==> config.mk <==
export PLATFORM = sky130hd
export DESIGN_NAME = mem_port_arbiter
export DESIGN_NICKNAME = d
export VERILOG_FILES = /design/src/rtl/mem_port_arbiter.sv
export SDC_FILE = /design/constraint.sdc
export NUM_CORES = 1
export LEC_CHECK = 0
export ABC_AREA = 0
export BUFFER_PORTS_ARGS = -buffer_cell sky130_fd_sc_hd__clkbuf_2
export CAP_MARGIN = 10
export CORE_AREA = 3 3 614 616
export CTS_CLUSTER_DIAMETER = 30
export DETAILED_ROUTE_END_ITERATION = 8
export DIE_AREA = 0 0 617 619
export SYNTH_ARGS = -nofsm -noshare
export SYNTH_HDL_FRONTEND = slang
export SYNTH_SLANG_ARGS = --single-unit
==> constraint.sdc <==
create_clock -name clk -period 38 [get_ports clk]
set_input_delay 0 -clock clk [delete_from_list [all_inputs] [get_ports clk]]
set_output_delay 0 -clock clk [all_outputs]
set_load 0.01 [all_outputs]
==> src/rtl/mem_port_arbiter.sv <==
// Round-robin arbiter sharing one line-granularity main_mem port between
// an I-cache (client 0) and a D-cache (client 1). Ownership is held until
// the memory grant, followed by one idle gap cycle. Each client keeps its
// own captured read line.
module mem_port_arbiter #(
  parameter int unsigned LINE_ADDR_LEN = 3,
  parameter int unsigned ADDR_LEN      = 9,
  localparam int unsigned LINE_SIZE    = 2 ** LINE_ADDR_LEN,
  localparam int unsigned LINE_W       = 32 * LINE_SIZE
) (
  input  logic                clk,
  input  logic                rst,
  input  logic                c0_rd_req,
  input  logic                c0_wr_req,
  input  logic [ADDR_LEN-1:0] c0_addr,
  input  logic [LINE_W-1:0]   c0_wr_line,
  output logic [LINE_W-1:0]   c0_rd_line,
  output logic                c0_gnt,
  input  logic                c1_rd_req,
  input  logic                c1_wr_req,
  input  logic [ADDR_LEN-1:0] c1_addr,
  input  logic [LINE_W-1:0]   c1_wr_line,
  output logic [LINE_W-1:0]   c1_rd_line,
  output logic                c1_gnt,
  output logic                mem_rd_req,
  output logic                mem_wr_req,
  output logic [ADDR_LEN-1:0] mem_addr,
  output logic [LINE_W-1:0]   mem_wr_line,
  input  logic [LINE_W-1:0]   mem_rd_line,
  input  logic                mem_gnt,
  output logic                busy
);

  localparam logic [1:0] IDLE = 2'd0;
  localparam logic [1:0] OWN0 = 2'd1;
  localparam logic [1:0] OWN1 = 2'd2;
  localparam logic [1:0] GAP  = 2'd3;

  logic [1:0] state;
  logic [1:0] state_nxt;
  logic       last_served;
  logic       last_served_nxt;
  logic       c0_req;
  logic       c1_req;

  assign c0_req = c0_rd_req | c0_wr_req;
  assign c1_req = c1_rd_req | c1_wr_req;
  assign busy   = (state != IDLE);

  // State and round-robin history; last_served=1 lets client 0 win the first tie.
  always_ff @(posedge clk or posedge rst) begin
    if (rst) begin
      state       <= IDLE;
      last_served <= 1'b1;
    end else begin
      state       <= state_nxt;
      last_served <= last_served_nxt;
    end
  end

  // Next-state, memory-port mux and completion pulses, all decoded from state.
  always_comb begin
    state_nxt       = state;
    last_served_nxt = last_served;
    c0_gnt          = 1'b0;
    c1_gnt          = 1'b0;
    mem_rd_req      = 1'b0;
    mem_wr_req      = 1'b0;
    mem_addr        = '0;
    mem_wr_line     = '0;
    case (state)
      IDLE: begin
        if (c0_req && c1_req) begin
          state_nxt = last_served ? OWN0 : OWN1;
        end else if (c0_req) begin
          state_nxt = OWN0;
        end else if (c1_req) begin
          state_nxt = OWN1;
        end
      end
      OWN0: begin
        // A simultaneous read+write request is treated as a read.
        mem_rd_req  = c0_rd_req;
        mem_wr_req  = c0_wr_req & ~c0_rd_req;
        mem_addr    = c0_addr;
        mem_wr_line = c0_wr_line;
        if (!c0_req) begin
          state_nxt = GAP;
        end else if (mem_gnt) begin
          c0_gnt          = 1'b1;
          last_served_nxt = 1'b0;
          state_nxt       = GAP;
        end
      end
      OWN1: begin
        mem_rd_req  = c1_rd_req;
        mem_wr_req  = c1_wr_req & ~c1_rd_req;
        mem_addr    = c1_addr;
        mem_wr_line = c1_wr_line;
        if (!c1_req) begin
          state_nxt = GAP;
        end else if (mem_gnt) begin
          c1_gnt          = 1'b1;
          last_served_nxt = 1'b1;
          state_nxt       = GAP;
        end
      end
      GAP: begin
        state_nxt = IDLE;
      end
      default: begin
        state_nxt = IDLE;
      end
    endcase
  end

  // Per-client read-line capture on a completed read; writes leave it alone.
  always_ff @(posedge clk or posedge rst) begin
    if (rst) begin
      c0_rd_line <= '0;
      c1_rd_line <= '0;
    end else begin
      if (c0_gnt && c0_rd_req) begin
        c0_rd_line <= mem_rd_line;
      end
      if (c1_gnt && c1_rd_req) begin
        c1_rd_line <= mem_rd_line;
      end
    end
  end

endmodule

Word level (Yosys, flattened, before mapping)
Cells that the tools add are included.
- register bits after elaboration: 515
- input bits: 793
- output and inout bits: 782
- word-level logic and storage cells: 47
- eq/ne operators: 8
- multiplexer cells: 22
- bitwise operators: 6
- reductions and logical operators: 7
- operator list (kind ; number):
    $pmux W256 S2 ; 1
    $pmux W9 S2 ; 1
    $mux W2 ; 7
    $mux W1 ; 9
    $ne A2 B2 Y1 const B ; 4
    $pmux W2 S4 ; 1
    $pmux W1 S2 ; 3
    $reduce_and A5 Y1 ; 1
    $eq A2 B2 Y1 const B ; 2
    $ne A4 B4 Y1 const B ; 1
    $reduce_bool A2 Y1 ; 2
    $logic_and A1 B1 Y1 ; 3
    $and A1 B1 Y1 ; 2
    $eq A2 B1 Y1 const B ; 1
    $logic_not A2 Y1 ; 1
    $not A1 Y1 ; 2
    $or A1 B1 Y1 ; 2

Depth between registers and ports, before layout
- depth after elaboration: 5
- gate-level depth with buffers: 8
- depth with buffers taken out: 6

Worst setup path after synthesis
OpenSTA, ideal clock, no wires.
- path kind: register -> register
- from: register state[0]
- to: register c1_rd_line[0]
- arrival: 1.524 ns
- slack: 36.349 ns
- stages on the path, launching flop included: 7
- clock period less this slack: 1.651 ns
- path through: dfrtp_1 inv_1 ha_1 nand3_2 buf_4 buf_6 mux2_1
- cells in the longest elaborated chain, start to end: 3
- ends and longest elaborated chain (what ; line ; RTL):
    start, declared ; 39 ; logic [1:0] state;
    start signal, assigned ; 56 ; state <= state_nxt;
    $eq A2 B2 Y1 ; 71 ; case (state)
    $mux W1 ; 71 ;
    $logic_and A1 B1 Y1 ; 126 ; if (c1_gnt && c1_rd_req) begin
    end signal, assigned ; 127 ; c1_rd_line <= mem_rd_line;
    end, declared ; 23 ; output logic [LINE_W-1:0] c1_rd_line,
Every way passes these cells.
A chain may end at the register's enable or synchronous reset.

Worst setup path after layout
- from: register state[0]
- to: register c1_rd_line[221]
The elaborated chain is that of the path after synthesis.

==> metrics <==
Yosys reg bits approximately 520; # setup viols final 0; clk sink count between 500 and 600; dpl cell area 0.0377 mm2; critical path arrival 6.01 ns; I/O Buffers 1574; antenna-violating nets left 0; Total Routing Usage GR a little over an eighth; Syn Area/Cell roughly 14 um2; Routed WL roughly 270000 um; setup TNS 0 ns; Mapped Area roughly 0.024 mm2; max_slew headroom slightly above 8%; Fin. Hold Viols 0; layout cells sized above 1 61.7%; TritonCTS clock tree done; global route overflow 0; vias per std cell roughly 2.8; initial antenna violation count approximately 300; WP buf/inv 5; Clock power frac roughly a quarter; crit path time final between 5 and 6 ns; CTS clk-pin slew, worst paths about 0.05 ns; Site Rows 224; Multi-input gate area approximately 0.010 mm2; Die H between 600 and 700 um; final design utilization between 10% and 20%; CTS root buf clkbuf_16; Power Internal 2.20 mW; Synth Instances 1741; cell family contributing the most delay on the critical path buffers and inverters; vias in the first global route about 24k; maxcap violations 0; HPWL Detailed between 200000 and 250000 um; Starting DRT DRC Count 2067; PD cells 85.9 mW/mm2; most frequent CP cell buf_4; Hold Path Class in2reg; initial core utilization approximately 6.5%; largest net degree at the start of global routing ~170; crit path max fanout between 80 and 90; Die X roughly 600 um; Fill cells 42.7k; Largest stage delay, worst path approximately 0.84 ns; area grow syn2layout 82.2%; commonest cells after routing, fill and taps aside 1574 x clkbuf_2, 514 x dfrtp_1, 273 x mux2_2; Synth cell types 29; # IOs 1575; post-synthesis net count 2540; sw power 1.61 mW; Max clock buf depth 3; GPL Wtd Cong between 1 and 1.5; clk_lat worst skew between 0.6 and 0.7 ns; clk_skew ~0.031 ns; LEAKAGE 20.1 nW; Tightest Pin Transition 1.38 ns; post-cts resize count 0; Residual DRC 0; commonest non-fill, non-tap cell in the layout clkbuf_2; RSZ-0062 raised after global routing no; Die ar. approximately 0.38 mm2; Slew Viols, Final 0; hold slack final between 0.1 and 0.15 ns; Register Area 0.0129 mm2; worst-path cell chain inv_1 > ha_1 > nand3_4 > buf_12 > buf_4 > buf_4 > buf_4 > mux2_1; Final Cycle Share about 14%; Seq pwr share roughly a quarter; Crit. End Element register; post-synthesis sequential area ratio 53.0%; Core ar. ~0.37 mm2; Comb power frac roughly half; Pre-antenna DRT Iters 5; sw frac 42.3%; mean routed wirelength per cell ~31 um; Max Fclk 184 MHz; Crit Path Class reg2reg; Final nets 4356; post-route cell area around 0.044 mm2; CTS Buf Count between 90 and 100; depth of the CTS H-tree 3; Critical Path RT slightly below 40 ns; CP Launch Type register; global-route wire length before repair 325000 um; Ys Warns 0; DR vias 25.0k; Peak VDD IR 53.1 uV; CP max stage cell buf_4; status complete, no violations
-- registers in the layout, indices dropped and copies added (netlist names) --
signal / cells
c0_rd_line: 256
c1_rd_line: 256
state: 2
last_served: 1
-- worst paths after layout --
path | startpoint | endpoint | slack, ns | cells after the start
worst max-delay path | state[0] | c1_rd_line[221] | 32.56 | 8
worst min-delay path | mem_rd_line[222] | c1_rd_line[222] | 0.11 | 3
worst max register to register | state[0] | c1_rd_line[221] | 32.56 | 8
worst min register to register | c1_rd_line[234] | c1_rd_line[234] | 0.48 | 1
max in group asynchronous | rst | c0_rd_line[225] | 33.84 | 8
min in group asynchronous | rst | c1_rd_line[40] | 0.58 | 4
-- metal layers --
layer  up-vias  track usage (%)  share of wire, %
li1      10200                -                 -
met1     12300             13.8                34
met5         -                0              0.33
met2      1715             23.9                51
met3       699             4.71               8.4
met4       134             8.30               6.6
-- synth_stat cells, drive strengths merged --
cell type	count	area share [%]
dfrtp	514	53
o211ai	1	0.031
o31a	1	0.036
nand2	4	0.062
inv	4	0.062
a21oi	1	0.021
nor4	1	0.026
nand3	3	0.10
buf	101	3.4
nand3b	2	0.062
o221ai	1	0.036
dfstp	1	0.11
clkbuf	44	0.68
ha	6	0.31
a22oi	266	8.2
o21ai	1	0.021
nor2b	267	6.9
nor3	2	0.041
a21boi	1	0.031
o22a	1	0.036
o22ai	1	0.026
mux2	513	27
nor2	5	0.077
-- power by group through the flow --
stage | combinational (mW) | clock [mW] | sequential (mW)
6_report | 1.91 | 0.910 | 0.992
4_1_cts | 1.95 | 0.931 | 0.986
3_3_place_gp | 1.89 | 0 | 0.985
5_1_grt | 2.00 | 0.955 | 1.02
2_1_floorplan | 0.804 | 0 | 1.10
3_5_place_dp | 1.89 | 0 | 0.990
-- repair_timing --
| action | 4_1_cts | 5_1_grt |
|---|---|---|
| hold endpoints to repair | 677 | 0 |
| hold buffers | 267 | 0 |
| setup buffers | 0 | 0 |
-- through the flow --
step	std cells	power (mW)	setup slack, ns
final	8792	3.81	32.56
after global routing	8759	3.98	32.31
after CTS	8610	3.86	32.59
after detailed placement	8166	2.88	32.60
after global placement	8165	2.87	32.60
after floorplan	1741	1.90	23.62
-- area by class of cell --
type | instances | share of cell area (%)
Timing Repair Buffer | 1865 | 24.3
Multi-Input combinational cell | 1077 | 23.6
Sequential cell | 515 | 29.1
Tap cell | 4972 | 14.0
Clock inverter | 58 | 2.03
Antenna cell | 182 | 1.03
Inverter | 4 | 0.0508
Clock buffer | 119 | 5.81
-- worst min-delay path: cells and delay by family --
kind                   cells  cell delay, ns
buffers and inverters      2            0.67
muxes                      1            0.12
-- cells by family (layout without fill, tap and decap cells) --
group / Yosys count / after routing / synth area share (%)
flip-flops: 515 / 515 / 53.0
multiplexers: 513 / 513 / 26.8
AND/OR/NAND/NOR: 284 / 284 / 7.24
AO/OA/AOI/OAI: 274 / 274 / 8.45
buffers and inverters: 149 / 2046 / 4.18
adder cells (fa/ha/maj): 6 / 6 / 0.309
other: 0 / 182 / 0
Note: power is estimated with default switching activity, not from simulation.
